$ cat src/rtl/dm_operand_loader.sv
// -----------------------------------------------------------------------------
// dm_operand_loader
//
// Purpose:
//   Loads two 4-bit switch operands into a CPU data memory and supervises one
//   CPU run. A debounced press of btn_go captures sw_a/sw_b. The block then
//   writes A and B to data memory on two consecutive cycles and releases the
//   CPU. It waits for cpu_done, or gives up after TIMEOUT run cycles, and
//   reports the outcome in DONE.
//
// Ports:
//   clk          in   1   rising-edge clock
//   rst          in   1   synchronous active-low reset
//   sw_a         in   4   operand A switches {a4,a3,a2,a1}
//   sw_b         in   4   operand B switches {b4,b3,b2,b1}
//   btn_go       in   1   raw asynchronous start button, active-high
//   cpu_done     in   1   CPU finished storing its result (level or pulse)
//   dm_we        out  1   data-memory write strobe, one cycle per word
//   dm_addr      out  7   data-memory word address
//   dm_wdata     out  32  data-memory write data (operand zero-extended)
//   cpu_run      out  1   1 = CPU released, 0 = CPU held in reset
//   busy         out  1   high in WRITE_A, WRITE_B, RUN
//   result_valid out  1   high in DONE after a normal completion
//   timeout_err  out  1   high in DONE after a timed-out run
//   dbg_state_o  out  3   current FSM state, for observation only
//
// Handshake: there is no back-pressure. Each dm_we cycle is one accepted word.
// cpu_done is sampled only while in RUN. Any go pulse seen outside IDLE/DONE
// is dropped, not held over.
// -----------------------------------------------------------------------------
module dm_operand_loader #(
    parameter logic [15:0] DB_LIMIT = 16'd50000,
    parameter logic [23:0] TIMEOUT  = 24'd1000000,
    parameter logic [6:0]  A_ADDR   = 7'd0,
    parameter logic [6:0]  B_ADDR   = 7'd1
) (
    input  logic        clk,
    input  logic        rst,
    input  logic [3:0]  sw_a,
    input  logic [3:0]  sw_b,
    input  logic        btn_go,
    input  logic        cpu_done,
    output logic        dm_we,
    output logic [6:0]  dm_addr,
    output logic [31:0] dm_wdata,
    output logic        cpu_run,
    output logic        busy,
    output logic        result_valid,
    output logic        timeout_err,
    output logic [2:0]  dbg_state_o
);

    localparam logic [2:0] S_IDLE    = 3'd0;
    localparam logic [2:0] S_WRITE_A = 3'd1;
    localparam logic [2:0] S_WRITE_B = 3'd2;
    localparam logic [2:0] S_RUN     = 3'd3;
    localparam logic [2:0] S_DONE    = 3'd4;

    // ------------------------------------------------------------------
    // Button path: 2-flop synchronizer, debouncer, rising-edge detector
    // ------------------------------------------------------------------
    logic        sync1_q, sync2_q;
    logic        db_level_q, db_level_d;
    logic [15:0] db_cnt_q, db_cnt_d;
    logic        go_q, go_d;

    // The counter runs only while the synchronized level disagrees with the
    // accepted level. Any cycle of agreement (a bounce back) restarts it.
    always_comb begin
        db_level_d = db_level_q;
        db_cnt_d   = '0;
        if (sync2_q != db_level_q) begin
            if (db_cnt_q >= DB_LIMIT - 16'd1) begin
                db_level_d = sync2_q;
            end else begin
                db_cnt_d = db_cnt_q + 16'd1;
            end
        end
    end

    // A go pulse fires only on the accepted 0->1 change. Release is silent.
    assign go_d = db_level_d & ~db_level_q;

    always_ff @(posedge clk) begin
        if (!rst) begin
            sync1_q    <= 1'b0;
            sync2_q    <= 1'b0;
            db_level_q <= 1'b0;
            db_cnt_q   <= '0;
            go_q       <= 1'b0;
        end else begin
            sync1_q    <= btn_go;
            sync2_q    <= sync1_q;
            db_level_q <= db_level_d;
            db_cnt_q   <= db_cnt_d;
            go_q       <= go_d;
        end
    end

    // ------------------------------------------------------------------
    // Control FSM
    // ------------------------------------------------------------------
    logic [2:0]  state_q, state_d;
    logic [3:0]  op_a_q, op_a_d;
    logic [3:0]  op_b_q, op_b_d;
    logic [23:0] run_cnt_q, run_cnt_d;
    logic        result_valid_q, result_valid_d;
    logic        timeout_err_q, timeout_err_d;

    always_comb begin
        state_d        = state_q;
        op_a_d         = op_a_q;
        op_b_d         = op_b_q;
        run_cnt_d      = run_cnt_q;
        result_valid_d = result_valid_q;
        timeout_err_d  = timeout_err_q;
        case (state_q)
            S_IDLE, S_DONE: begin
                if (go_q) begin
                    // The switches are static while the operator presses the
                    // button, so they are captured directly without a synchronizer.
                    op_a_d         = sw_a;
                    op_b_d         = sw_b;
                    result_valid_d = 1'b0;
                    timeout_err_d  = 1'b0;
                    state_d        = S_WRITE_A;
                end
            end
            S_WRITE_A: state_d = S_WRITE_B;
            S_WRITE_B: begin
                run_cnt_d = '0;
                state_d   = S_RUN;
            end
            S_RUN: begin
                // cpu_done is tested first, so it wins on the timeout cycle.
                if (cpu_done) begin
                    result_valid_d = 1'b1;
                    state_d        = S_DONE;
                end else if (run_cnt_q == TIMEOUT - 24'd1) begin
                    timeout_err_d = 1'b1;
                    state_d       = S_DONE;
                end else begin
                    run_cnt_d = run_cnt_q + 24'd1;
                end
            end
            default: state_d = S_IDLE;
        endcase
    end

    // ------------------------------------------------------------------
    // Registered outputs, decoded from the next state so each one is a
    // flop output and is valid in the same cycle as the state it belongs to.
    // ------------------------------------------------------------------
    logic        dm_we_q, dm_we_d;
    logic [6:0]  dm_addr_q, dm_addr_d;
    logic [31:0] dm_wdata_q, dm_wdata_d;
    logic        cpu_run_q, cpu_run_d;
    logic        busy_q, busy_d;

    always_comb begin
        dm_we_d    = 1'b0;
        dm_addr_d  = '0;
        dm_wdata_d = '0;
        case (state_d)
            S_WRITE_A: begin
                dm_we_d    = 1'b1;
                dm_addr_d  = A_ADDR;
                dm_wdata_d = {28'd0, op_a_d};
            end
            S_WRITE_B: begin
                dm_we_d    = 1'b1;
                dm_addr_d  = B_ADDR;
                dm_wdata_d = {28'd0, op_b_d};
            end
            default: begin
                dm_we_d    = 1'b0;
                dm_addr_d  = '0;
                dm_wdata_d = '0;
            end
        endcase
        cpu_run_d = (state_d == S_RUN);
        busy_d    = (state_d == S_WRITE_A) || (state_d == S_WRITE_B) || (state_d == S_RUN);
    end

    always_ff @(posedge clk) begin
        if (!rst) begin
            state_q        <= S_IDLE;
            op_a_q         <= '0;
            op_b_q         <= '0;
            run_cnt_q      <= '0;
            result_valid_q <= 1'b0;
            timeout_err_q  <= 1'b0;
            dm_we_q        <= 1'b0;
            dm_addr_q      <= '0;
            dm_wdata_q     <= '0;
            cpu_run_q      <= 1'b0;
            busy_q         <= 1'b0;
        end else begin
            state_q        <= state_d;
            op_a_q         <= op_a_d;
            op_b_q         <= op_b_d;
            run_cnt_q      <= run_cnt_d;
            result_valid_q <= result_valid_d;
            timeout_err_q  <= timeout_err_d;
            dm_we_q        <= dm_we_d;
            dm_addr_q      <= dm_addr_d;
            dm_wdata_q     <= dm_wdata_d;
            cpu_run_q      <= cpu_run_d;
            busy_q         <= busy_d;
        end
    end

    assign dm_we        = dm_we_q;
    assign dm_addr      = dm_addr_q;
    assign dm_wdata     = dm_wdata_q;
    assign cpu_run      = cpu_run_q;
    assign busy         = busy_q;
    assign result_valid = result_valid_q;
    assign timeout_err  = timeout_err_q;
    assign dbg_state_o  = state_q;

endmodule
$ cat config.mk
export PLATFORM = sky130hd
export DESIGN_NAME = dm_operand_loader
export DESIGN_NICKNAME = d
export VERILOG_FILES = /design/src/rtl/dm_operand_loader.sv
export SDC_FILE = /design/constraint.sdc
export NUM_CORES = 1
export LEC_CHECK = 0
export ABC_AREA = 1
export BUFFER_PORTS_ARGS = -buffer_cell sky130_fd_sc_hd__buf_2
export CORE_ASPECT_RATIO = 1.1
export CORE_MARGIN = 1
export CORE_UTILIZATION = 55
export CTS_BUF_LIST = sky130_fd_sc_hd__clkbuf_8
export CTS_CLUSTER_SIZE = 10
export DETAILED_ROUTE_END_ITERATION = 8
export GPL_ROUTABILITY_DRIVEN = 0
export PLACE_DENSITY = 0.85
export SETUP_SLACK_MARGIN = 0.05
export SYNTH_ARGS = -nofsm -noshare
export SYNTH_HDL_FRONTEND = slang
export SYNTH_SLANG_ARGS = --single-unit
export TNS_END_PERCENT = 5
$ cat constraint.sdc
create_clock -name clk -period 4.25 [get_ports clk]
set_input_delay 0.85 -clock clk [delete_from_list [all_inputs] [get_ports clk]]
set_output_delay 0.85 -clock clk [all_outputs]
set_load 0.01 [all_outputs]
==> results of run 1 <==
-- worst max-delay path, delay by kind of cell (launching register included) --
| kind | cells | cell delay, ns |
|---|---|---|
| AND/OR/NAND/NOR | 5 | 1.52 |
| buffers and inverters | 1 | 0.11 |
| flip-flops | 1 | 0.37 |
-- metal layers --
layer | vias up | GRT usage (%)
li1 | 1569 | -
met1 | 1421 | 26.1
met2 | 100 | 41.3
met3 | 23 | 5.59
met4 | 0 | 12.9
met5 | - | 0
-- sequential cells by signal (all words and copies together), names as in the netlist --
register,count
run_cnt_q,24
dm_addr,1
dbg_state_o,3
op_b_q,4
sync2_q,1
go_q,1
db_level_q,1
cpu_run,1
timeout_err,1
busy,1
dm_we,1
dm_wdata,4
sync1_q,1
db_cnt_q,16
result_valid,1
-- through the flow --
stage / cells / power, µW / cell area (µm²) / hold slack [ns] / utilization, %
floorplan: 542 / 633 / 3560 / 0.390 / -
global placement: 599 / 616 / 3430 / 0.396 / 57.9
detailed placement: 599 / 617 / 3430 / 0.412 / 57.9
CTS: 615 / 1150 / 3640 / 0.422 / 61.5
global route: 615 / 1180 / 3640 / 0.456 / 61.5
finish: 615 / 1140 / 3640 / 0.423 / 61.5
-- synthesized netlist by cell type (2+ instances only) --
cell type | instances | area share [%]
xor2_1 | 15 | 3.8
nand2_4 | 2 | 0.65
dfxtp_1 | 61 | 36
buf_2 | 2 | 0.29
buf_6 | 4 | 1.3
nand3_2 | 2 | 0.58
nand2_1 | 123 | 13
nand3_1 | 34 | 4.9
inv_2 | 2 | 0.22
nor2_2 | 4 | 0.73
or2_2 | 4 | 0.73
xnor2_1 | 4 | 1.0
clkbuf_8 | 2 | 0.80
nand3b_1 | 2 | 0.44
o21ai_0 | 2 | 0.29
clkbuf_1 | 2 | 0.22
nand4_1 | 4 | 0.73
o21a_1 | 4 | 0.87
nor4_1 | 2 | 0.36
or2_1 | 2 | 0.36
nor3_1 | 7 | 1.0
o21bai_1 | 2 | 0.44
buf_4 | 34 | 7.4
nor2_1 | 106 | 12
inv_1 | 43 | 4.7
a21oi_1 | 29 | 4.2
ha_1 | 2 | 0.73
-- power by group through the flow --
stage | clock network [µW] | registers [µW] | logic, µW
finish | 537 | 573 | 31.0
global route | 569 | 573 | 34.6
CTS | 543 | 573 | 30.3
detailed placement | 0 | 586 | 30.3
global placement | 0 | 586 | 29.9
floorplan | 0 | 586 | 47.3
-- logic make-up (layout without fill, tap and decap cells) --
kind of cell,Yosys count,in the layout
compound gates,39,39
buf+inv,90,86
flops,61,61
fa+ha+maj,2,2
simple gates,297,297
xor+xnor,19,19
other cells,1,34
-- layout make-up --
type,instances,area share [%]
multi-input combinational,391,49.8
sequential,61,33.6
inverter,45,4.64
clock buffer,12,4.54
timing repair buffer,25,3.51
tap,77,2.65
clock inverter,4,1.27
-- how the worst min path moves through the flow --
stage                          to  depth (start not counted)
after global routing      sync2_q                          2
after CTS                 sync2_q                          2
after floorplan           sync2_q                          2
final                     sync2_q                          2
after global placement    sync2_q                          2
after detailed placement  sync2_q                          2
==> impl_metrics.yaml, run 1 <==
worst_setup_path:
  r2r-start: "dbg_state_o[0]"
  cpMaxStageDelayCell: "nor3_4"
  r2r_end: "busy"
  endpoint: "busy"
  cp_cell_sequence: "inv_1 > nor3_4 > nand2_1 > nand2_4 > nor2_1 > or2_1"
  end_kind: "flip-flop"
  rr_worst_depth: 6
  crit_path_max_incr_delay_ns: 0.60
  critPathLaunch: "dbg_state_o[0]"
  path_class: "flip-flop to flip-flop"
  cp.required_ns: 4.48
  startpoint_type: "flip-flop"
  cp_max_fo: 23
  worst_ep_arrival_time_ns: 2.34
  reg2reg_setup_slack_ns: 2.14
global_routing:
  grt_pass1_wl_um: 12400
  grt_antenna_before_repair: 0
  grt_max_degree: 29
  grt.overflow.total: 0
  grt_pass1_vias: 2933
  track_usage_pct: 23.5
timing:
  slew_headroom_pct: 47.2
  timing_hold_violations_final: 0
  finalMaxSlewViolations: 0
  grt_setup_unrepaired: "false"
  min_period_ns: 2.11
  skew_ns: 0.00757
  layout_setup_ws_ns: 2.14
  timing.final.crit_share_pct: 49.6
  setup_viol: 0
  tightest_slew_ns: 0.791
  finalSetupTns_ns: 0
  fmax_mhz: 474
floorplan:
  rows: 29
  io-pin-count: 59
  initial_core_util_pct: 58.1
  die_w_um: 77.4
  die_y_um: 84.9
  die-area_mm2: 0.00657
  core_mm2: 0.00591
logic_synthesis:
  ys.warnings.count: 0
  synth.distinct_cells: 36
  synth-async-reset-ratio_pct: 0
  synth-xor-area-share_pct: 4.84
  synth_top_family_by_area: "simple AND/OR/NAND/NOR gates"
  ys.flop_type: "dfxtp_1"
  avgSynthCellArea_um2: 6.76
  synthMuxAreaShare_pct: 0
  synth-edff-count: 0
  ys_ff_latch: 61
  synthAdderAreaFrac_pct: 0.728
  synth_simple_gate_area_share_pct: 37.2
  synth_area_mm2: 0.00344
  ys_seq_area_share_pct: 35.5
  synth-compound-area-share_pct: 6.22
  syn-instance-count: 509
final_layout:
  multi_input_area_mm2: 0.00181
  syn_to_final_growth_pct: 5.79
  drive_gt1_share_pct: 10.8
  n_antenna_cell: 0
  seqCellArea_mm2: 0.00122
  nets: 547
  nFillCells: 538
  final_cell_mix: "nand2_1 (123), nor2_1 (106), dfxtp_1 (61)"
  layout_commonest_cell: "nand2_1"
power:
  irDropWorstVdd_mv: 0.306
  leakage_uw: 0.00145
  p_seq_share_pct: 50.3
  power.density_mw_per_mm2: 314
  pwr-share-clk_pct: 47.0
  swShare_pct: 21.6
  p_sw_uw: 247
  comb_power_share_pct: 2.7
  p_int_uw: 894
placement:
  hpwl_um: 5070
  place_ws_ns: 2.12
  io_buffers: 24
drt:
  ant_nets: 0
  vias: 3113
  routed_via_density: 5.06
  routedWlPerCell_um: 11.8
  drt_first_pass_iters: 6
  drt-initial-drc-count: 224
  dr_wl_met2_um: 3620
  route.met3.wl_um: 348
  drt_wl_total_um: 7240
  drt-met1-wl_um: 3110
  route.detailed.drc: 0
  highest_layer: "met4"
clock_network:
  cts_made_buffers: 9
  clk_pin_slew_ns: 0.07
  holdBufCountCts: 0
  cts_htree_levels: 3
  cts_tree: "built"
  cts_num_sinks: 61
  clockRootBuffer: "clkbuf_8"
  cts_resized: 0
  clock_latency_ns: 0.34
  cts.path.max_buffers: 2
  cts_post_setup_buffers_inserted: 0
outcome:
  outcome: "complete, no violations"
worst_hold_path:
  holdCritPathClass: "flip-flop to flip-flop"
  hp-start: "sync1_q"
job:
  cap_violations: 0
(Power assumes the default switching activity.)
==> run 2: changes to the inputs <==
--- a/config.mk
+++ b/config.mk
@@ -9,12 +9,12 @@
 export BUFFER_PORTS_ARGS = -buffer_cell sky130_fd_sc_hd__buf_2
 export CORE_ASPECT_RATIO = 1.1
 export CORE_MARGIN = 1
-export CORE_UTILIZATION = 55
+export CORE_UTILIZATION = 53
 export CTS_BUF_LIST = sky130_fd_sc_hd__clkbuf_8
 export CTS_CLUSTER_SIZE = 10
 export DETAILED_ROUTE_END_ITERATION = 8
 export GPL_ROUTABILITY_DRIVEN = 0
-export PLACE_DENSITY = 0.85
+export PLACE_DENSITY = 0.86
 export SETUP_SLACK_MARGIN = 0.05
 export SYNTH_ARGS = -nofsm -noshare
 export SYNTH_HDL_FRONTEND = slang
==> constraint.sdc (replaced) <==
create_clock -name clk -period 1.8 [get_ports clk]
set_input_delay 0.36 -clock clk [delete_from_list [all_inputs] [get_ports clk]]
set_output_delay 0.36 -clock clk [all_outputs]
set_load 0.01 [all_outputs]
==> impl_metrics.yaml, run 2 (same netlist as run 1, synthesis figures left out) <==
power:
  swShare_pct: 22.3
  pwr-share-clk_pct: 45.3
  power.density_mw_per_mm2: 692
  leakage_uw: 0.00152
  p_seq_share_pct: 51.8
  comb_power_share_pct: 2.9
  design_power_total_uw: 2610
  p_int_uw: 2030
  irDropWorstVdd_mv: 0.800
  p_sw_uw: 583
final_layout:
  largest_reg_flops: 24
  nets: 563
  top_regs: "run_cnt_q (24), db_cnt_q (16)"
  syn_to_final_growth_pct: 9.75
  largest-register: "run_cnt_q"
  final_area_mm2: 0.00377
  n_antenna_cell: 0
  layout_commonest_cell: "nand2_1"
  drive_gt1_share_pct: 14.4
  final_cell_mix: "nand2_1 (120), nor2_1 (105), dfxtp_1 (60)"
timing:
  setup_viol: 0
  skew_ns: 0.00892
  finalSetupTns_ns: 0
  layout_setup_ws_ns: 0.109
  hold_ws_ns: 0.220
  finalMaxSlewViolations: 0
  timing.final.crit_share_pct: 93.9
  fmax_mhz: 592
  min_period_ns: 1.69
  timing_hold_violations_final: 0
  grt_setup_unrepaired: "true"
floorplan:
  die_y_um: 86.5
  die_w_um: 78.8
  initial_core_util_pct: 55.2
  io-pin-count: 59
  core_mm2: 0.00623
  die-area_mm2: 0.00681
  rows: 30
clock_network:
  clock_latency_ns: 0.34
  cts_tree: "built"
  clockRootBuffer: "clkbuf_8"
  holdBufCountCts: 0
  cts_made_buffers: 9
  cts_htree_levels: 3
  cts_num_sinks: 61
  clk_pin_slew_ns: 0.06
  cts.path.max_buffers: 2
worst_setup_path:
  cp_max_fo: 6
  worst_ep_arrival_time_ns: 1.92
  crit_path_max_incr_delay_ns: 0.38
  path_buf_inv: 0
  path_delay_family: "simple AND/OR/NAND/NOR gates"
  startpoint_type: "flip-flop"
  cp_cell_sequence: "ha_4 > nand3_4 > nor2_2 > nand3_2 > nand2_1 > nand2_2 > nand2_4 > nor2_1 > or2_1"
  cpMaxStageDelayCell: "dfxtp_1"
  cp.required_ns: 2.03
  path_class: "flip-flop to flip-flop"
  end_kind: "flip-flop"
drt:
  vias: 3257
  drt-initial-drc-count: 296
  routedWlPerCell_um: 12.2
  drt_first_pass_iters: 6
  ant_nets: 0
  routed_via_density: 5.14
  route.detailed.drc: 0
  drt_wl_total_um: 7720
placement:
  placed_cell_area_mm2: 0.00353
  io_buffers: 24
  place_ws_ns: 0.0490
  hpwl_um: 5210
global_routing:
  grt_pass1_wl_um: 12500
  grt.overflow.total: 0
  track_usage_pct: 23.6
  grt_max_degree: 29
  grt_pass1_vias: 2975
  grt_antenna_before_repair: 0
outcome:
  outcome: "complete, no violations"
worst_hold_path:
  holdCritPathClass: "primary input to flip-flop"
job:
  cap_violations: 0
run 2: cell types whose count changed in the layout (fill, tap and decap cells not counted), sizes merged:
cell    delta
clkinv     +1
nand2      +2
clkbuf     -2
buf       +14
inv        +1
run 2: worst paths after layout:
check                                  start       to  slack, ns  cells after the start
worst max-delay path            run_cnt_q[0]     busy       0.11                      9
worst min-delay path                  btn_go  sync1_q       0.22                      3
worst max register to register  run_cnt_q[0]     busy       0.11                      9
worst min register to register       sync1_q  sync2_q       0.44                      2
run 2: worst min-delay path, delay by kind of cell:
family                 cells  cell delay, ns
buffers and inverters      2            0.13
and+or+nand+nor            1            0.04
run 2: final cells by class:
cell class | count | area, µm²
well taps | 80 | 100
flip-flops and latches | 61 | 1220
fillers | 565 | 2460
repair buffers | 39 | 233
clock inverters | 6 | 55.1
clock buffers | 10 | 138
multi-input cells | 393 | 1860
inverters | 45 | 169
run 2: power by group through the flow:
stage | Combinational, µW | Sequential, µW | Clock (µW)
after floorplan | 112 | 1380 | 0
after global placement | 73.0 | 1380 | 0
after detailed placement | 74.6 | 1380 | 0
after CTS | 74.6 | 1350 | 1200
after global routing | 86.6 | 1350 | 1260
final | 76.3 | 1350 | 1180
run 2: repair_timing:
item / CTS / global route
gates resized for setup: 0 / 10
setup endpoints to repair: 1 / 23
pin swaps: 1 / 1
setup buffers: 0 / 0
gates cloned: 1 / 1
run 2: per-layer routing:
layer / routed length [µm] / share of wire (%) / global-route usage [%]
met1: 3100 / 40 / 27.3
met2: 3810 / 49 / 40.5
met3: 525 / 6.8 / 5.26
met4: 283 / 3.7 / 13.1
met5: 0 / 0 / 0
run 2: stage by stage:
stage	instances	utilization [%]
after floorplan	542	-
after global placement	616	56.7
after detailed placement	616	56.7
after CTS	633	59.9
after global routing	634	60.6
final	634	60.6
